**config.mk**
```make
export PLATFORM = sky130hd
export DESIGN_NAME = booth_seq_mult
export DESIGN_NICKNAME = d
export VERILOG_FILES = /design/src/rtl/booth_pkg.sv /design/src/rtl/booth_r4_addend.sv /design/src/rtl/booth_seq_mult.sv
export SDC_FILE = /design/constraint.sdc
export NUM_CORES = 1
export LEC_CHECK = 0
export BUFFER_PORTS_ARGS = -buffer_cell sky130_fd_sc_hd__buf_2
export CAP_MARGIN = 20
export CORE_ASPECT_RATIO = 0.5
export CORE_UTILIZATION = 61
export DETAILED_ROUTE_END_ITERATION = 16
export PLACE_DENSITY = 0.89
export SETUP_SLACK_MARGIN = 0.1
export SYNTH_ARGS = -nofsm -noshare
export SYNTH_HDL_FRONTEND = slang
export SYNTH_SLANG_ARGS = --single-unit
```
**constraint.sdc**
```tcl
create_clock -name clk -period 6.5 [get_ports clk]
set_input_delay 1.625 -clock clk [delete_from_list [all_inputs] [get_ports clk]]
set_output_delay 1.625 -clock clk [all_outputs]
set_load 0.005 [all_outputs]
```
**src/rtl/booth_pkg.sv**
```systemverilog
// Shared widths, FSM encoding and radix-4 Booth window codes for the
// sequential Booth multiplier.
package booth_pkg;

    localparam int W_IN     = 12;
    localparam int W_OUT    = 2 * W_IN;
    localparam int N_DIGITS = W_IN / 2;

    typedef enum logic [1:0] {
        IDLE = 2'd0,
        RUN  = 2'd1,
        DONE = 2'd2
    } state_t;

    // Window = {b[2i+1], b[2i], b[2i-1]}; names give the selected digit.
    localparam logic [2:0] WIN_ZERO_LO = 3'b000;
    localparam logic [2:0] WIN_P1_A    = 3'b001;
    localparam logic [2:0] WIN_P1_B    = 3'b010;
    localparam logic [2:0] WIN_P2      = 3'b011;
    localparam logic [2:0] WIN_M2      = 3'b100;
    localparam logic [2:0] WIN_M1_A    = 3'b101;
    localparam logic [2:0] WIN_M1_B    = 3'b110;
    localparam logic [2:0] WIN_ZERO_HI = 3'b111;

endpackage

```
**src/rtl/booth_r4_addend.sv**
```systemverilog
// Radix-4 Booth digit selector: maps one 3-bit window onto the signed
// multiple of the (already weighted) multiplicand to be accumulated.
module booth_r4_addend #(
    parameter int W_OUT = booth_pkg::W_OUT
) (
    input  logic [2:0]       window,
    input  logic [W_OUT-1:0] mcand,
    output logic [W_OUT-1:0] addend
);
    import booth_pkg::*;

    logic [W_OUT-1:0] mcand_x2;

    assign mcand_x2 = mcand << 1;

    always_comb begin
        // NOTE: default assignment first so every path drives addend; no latch is inferred.
        addend = '0;
        case (window)
            WIN_ZERO_LO, WIN_ZERO_HI: addend = '0;
            WIN_P1_A, WIN_P1_B:       addend = mcand;
            WIN_P2:                   addend = mcand_x2;
            WIN_M2:                   addend = ~mcand_x2 + W_OUT'(1);
            WIN_M1_A, WIN_M1_B:       addend = ~mcand + W_OUT'(1);
            default:                  addend = '0;
        endcase
    end

endmodule

```
**src/rtl/booth_seq_mult.sv**
```systemverilog
// Iterative signed radix-4 Booth multiplier: one Booth digit per cycle,
// start/ready handshake in, one-cycle done pulse out with a held product.
module booth_seq_mult #(
    parameter int W_IN  = booth_pkg::W_IN,
    parameter int W_OUT = 2 * W_IN
) (
    input  logic             clk,
    input  logic             rst_n,
    input  logic             start,
    input  logic [W_IN-1:0]  mult_a,
    input  logic [W_IN-1:0]  mult_b,
    output logic             ready,
    output logic             busy,
    output logic             done,
    output logic [W_OUT-1:0] product
);
    import booth_pkg::*;

    localparam int              N_DIG    = W_IN / 2;
    localparam int              CNT_W    = (N_DIG > 1) ? $clog2(N_DIG) : 1;
    localparam logic [CNT_W-1:0] LAST_CNT = CNT_W'(N_DIG - 1);

    state_t             state_q, state_d;
    logic [W_OUT-1:0]   mcand_q;
    logic [W_OUT-1:0]   acc_q;
    logic [W_OUT-1:0]   addend;
    logic [W_OUT-1:0]   acc_sum;
    logic [W_IN:0]      recode_q;
    logic [CNT_W-1:0]   cnt_q;
    logic               accept;
    logic               last;

    assign accept  = ready && start;
    assign last    = (state_q == RUN) && (cnt_q == LAST_CNT);
    assign acc_sum = acc_q + addend;

    booth_r4_addend #(.W_OUT(W_OUT)) u_addend (
        .window (recode_q[2:0]),
        .mcand  (mcand_q),
        .addend (addend)
    );

    // NOTE: sequential state uses non-blocking assignments so every register samples pre-edge values.
    always_ff @(posedge clk or negedge rst_n) begin
        if (!rst_n) state_q <= IDLE;
        else        state_q <= state_d;
    end

    always_comb begin
        state_d = state_q;
        case (state_q)
            IDLE:    if (start) state_d = RUN;
            RUN:     if (cnt_q == LAST_CNT) state_d = DONE;
            DONE:    state_d = start ? RUN : IDLE;
            default: state_d = IDLE;
        endcase
    end

    always_comb begin
        busy  = (state_q == RUN);
        ready = !busy;
    end

    // Multiplicand moves up two places per digit so each addend lands at its weight.
    always_ff @(posedge clk or negedge rst_n) begin
        if (!rst_n) begin
            mcand_q  <= '0;
            recode_q <= '0;
            acc_q    <= '0;
            cnt_q    <= '0;
        end else if (accept) begin
            mcand_q  <= {{(W_OUT - W_IN){mult_a[W_IN-1]}}, mult_a};
            recode_q <= {mult_b, 1'b0};
            acc_q    <= '0;
            cnt_q    <= '0;
        end else if (state_q == RUN) begin
            mcand_q  <= mcand_q << 2;
            recode_q <= {{2{recode_q[W_IN]}}, recode_q[W_IN:2]};
            acc_q    <= acc_sum;
            cnt_q    <= cnt_q + CNT_W'(1);
        end
    end

    always_ff @(posedge clk or negedge rst_n) begin
        if (!rst_n) begin
            done    <= 1'b0;
            product <= '0;
        end else begin
            done <= last;
            if (last) product <= acc_sum;
        end
    end

endmodule

```
==> flow_summary.ini <==
[synth]
yosysWarnings = 0
synth_edf_count = 0
synth_cell_type_count = 55
synth_flop_cell = dfrtp_1
ys_ff_latch = 91
synth_nets = 790
synthArstFlopShare_pct = 100
syn_area_per_cell_sq_um = 8.30
synth-seq-area-share_pct = 37.3
syn_inst = 736
synth_area_sq_um = 6110

[place]
portBuffers = 53
place_hpwl_um = 10700
dp.cells = 876
gp_congestion = 0.942

[sta]
final-setup-viol-count = 0
rsz0062_at_grt = false
clock_skew_ps = 10.6
fmax_ghz = 0.196
period_minus_slack_ps = 5090
drv_slew = 0
hold_viol_final = 0
worst_pin_slew_ps = 856
post-route-period-util_pct = 78.3
maxSlewHeadroom_pct = 42.2
setup_tns_ps = 0

[global_route]
grt_usage_pct = 31.6
grt_pass1_wl_um = 25100
antenna_found_initial = 0
grt_max_degree = 79
globalRouteOverflowTotal = 0
grt_pass1_vias = 5004

[clock_network]
cts_made_buffers = 9
clockRootBuffer = clkbuf_16
path_clk_slew_ps = 70
numClockSinks = 91
cts_resized = 0
worstSkewPairLatency_ps = 350
htreeDepth = 3
cts_hold_buf = 0
cts_tree = built
post-cts-setup-buffer-count = 0
clockBufferDepth = 2

[critical_path]
cp_num_buf_inv = 1
reg2reg_from = mcand_q[1]$_DFFE_PN0P_
crit_arrival_ps = 5330
crit_top_cell = a21oi_1
end_kind = flop
crit_chain = inv_1, ha_1, or3b_2, or2_1, or4_1, a21oi_1, o221ai_1, o22ai_1, ha_1, a21oi_1, o21ai_0, a32oi_1, a21oi_1, o41a_1, or3_1, a31oi_1, mux2i_1
path_delay_family = compound AO/OA/AOI/OAI gates
reg2reg_setup_slack_ps = 1410
max_stage_delay_ps = 540
r2r_cells = 17
worst_ep_required_time_ps = 6740
worstPathMaxFanout = 7
critical_path.startpoint_type = flop
reg2reg_to = acc_q[23]$_DFFE_PN0P_
worstSetupPathType = reg -> reg
cpMaxStageDelayCell = or3b_2

[hold_path]
min_path_type = reg -> reg
min_path_cells = 2
hold_end = product[7]$_DFFE_PN0P_
hp-start = product[7]$_DFFE_PN0P_

[final_layout]
syn_to_final_growth_pct = 9.95
num-fill-cells = 763
post-route-util_pct = 70.2
antenna_cells = 0
nNetsFinal = 806
drive_above_1_share_pct = 12.8
layout.cells.non_filler = 892

[floorplanning]
initial_core_util_pct = 63.8
die_h_um = 72.8
die_area_sq_um = 10400
io_pins = 54
coreArea_sq_um = 9570
fp.dieW_um = 144
row_count = 25

[route]
drt_wl_total_um = 15700
viasPerCell = 6.35
antenna_left = 0
routedWlPerCell_um = 17.6
vias = 5665
dr.pass1.iters = 6
initialDrtViolationCount = 693
drc = 0

[job]
drv_cap = 0

[outcome]
status = finished, final reports clean
## metal layers
metal / track usage [%] / share of wire (%) / vias up
met3: 7.74 / 10 / 47
met2: 48.1 / 44 / 329
li1: - / - / 2658
met5: 0 / 0 / -
met1: 43.0 / 43 / 2631
met4: 14.7 / 2.9 / 0
## cell families after synthesis
group	after synthesis	share of synthesized area (%)
muxes	31	5.12
and+or+nand+nor	233	18.5
xor gates and xnor gates	42	6.02
buffers and inverters	71	4.46
adders and majority gates	27	5.65
AOI/OAI and AO/OA	241	23.0
DFF	91	37.3
## final cells by class
| class | count | area, sq um | share of cell area, % |
|---|---|---|---|
| clock buffer | 10 | 239 | 3.56 |
| clock inverter | 6 | 96.3 | 1.43 |
| inverter | 17 | 63.8 | 0.950 |
| multi-input combinational | 574 | 3560 | 53.0 |
| sequential | 91 | 2280 | 33.9 |
| tap | 135 | 169 | 2.51 |
| timing repair buffer | 59 | 313 | 4.66 |
## how the worst max path moves through the flow
stage / start / to / slack, ps / cells past startpoint
detailed placement: mcand_q[1]$_DFFE_PN0P_ / acc_q[23]$_DFFE_PN0P_ / 1500 / 18
floorplan: mcand_q[0]$_DFFE_PN0P_ / product[23]$_DFFE_PN0P_ / 2000 / 18
finish: mcand_q[1]$_DFFE_PN0P_ / acc_q[23]$_DFFE_PN0P_ / 1410 / 17
CTS: mcand_q[1]$_DFFE_PN0P_ / acc_q[23]$_DFFE_PN0P_ / 1480 / 18
global placement: mcand_q[0]$_DFFE_PN0P_ / product[23]$_DFFE_PN0P_ / 1720 / 18
global route: mcand_q[0]$_DFFE_PN0P_ / acc_q[23]$_DFFE_PN0P_ / 1160 / 18
## Yosys cell counts (all sizes together), types with 4 or more instances
master	number	area (sq um)
nor2	41	154
nor3	16	106
o21a	4	30.0
a21o	8	60.1
o21ai	118	591
nor2b	8	50.1
and3	6	37.5
o211ai	4	30.0
o22ai	11	68.8
xnor2	26	228
or4	5	45.0
buf	6	28.8
or3	11	83.8
or2	6	37.5
and2	4	25.0
dfrtp	91	2280
nand2b	7	51.3
nand3	32	160
nand2	92	345
ha	26	325
o221ai	6	52.6
a21oi	56	280
inv	17	63.8
clkbuf	48	180
a221oi	4	35.0
xor2	16	140
a22oi	5	37.5
mux2i	29	290
nand4	4	25.0
## state kept, by name (all words and copies together) (netlist names)
register  flops
acc_q        24
cnt_q         3
done          1
mcand_q      24
product      24
recode_q     13
state_q       2
## cells in the final DEF (no fill, tap or decap), types with 3 or more instances in the layout
cell type / synthesis / layout
clkbuf_16: 0 / 9
buf_2: 5 / 52
dfrtp_1: 91 / 91
xor2_1: 16 / 16
o22ai_1: 11 / 11
o21bai_1: 3 / 3
o21ai_0: 118 / 118
o21a_1: 4 / 4
nand3_1: 32 / 32
nand4_1: 4 / 4
nor2_1: 41 / 41
xnor2_1: 26 / 26
nor3_2: 3 / 3
a221oi_1: 4 / 4
o211ai_1: 4 / 4
nor3_1: 12 / 12
a22oi_1: 5 / 5
buf_4: 0 / 7
and3_1: 6 / 6
or3_4: 3 / 3
and2_1: 4 / 4
a31oi_1: 3 / 3
or2_2: 5 / 5
a21o_1: 8 / 8
ha_1: 26 / 26
inv_1: 17 / 16
or3_1: 8 / 8
or4_1: 3 / 3
o221ai_1: 6 / 6
nor2b_1: 8 / 8
nand2_1: 92 / 92
nand2b_1: 6 / 6
a21oi_1: 56 / 56
mux2i_1: 29 / 29
## tightest hold or removal path, stage by stage (launching register included)
cell and delay, ps:
dfrtp_1 340, nand2_1 40, o21ai_0 60
## through the flow
stage / hold WS [ps] / instance area [sq um] / setup WS (ps)
3_5_place_dp: 466 / 6380 / 1500
5_1_grt: 496 / 6720 / 1160
6_report: 475 / 6720 / 1410
3_3_place_gp: 457 / 6380 / 1720
2_1_floorplan: 441 / 6110 / 2000
4_1_cts: 481 / 6720 / 1480
Power is not shown: default switching activity piles up to over one toggle a cycle in this logic, so the estimate is an artifact.
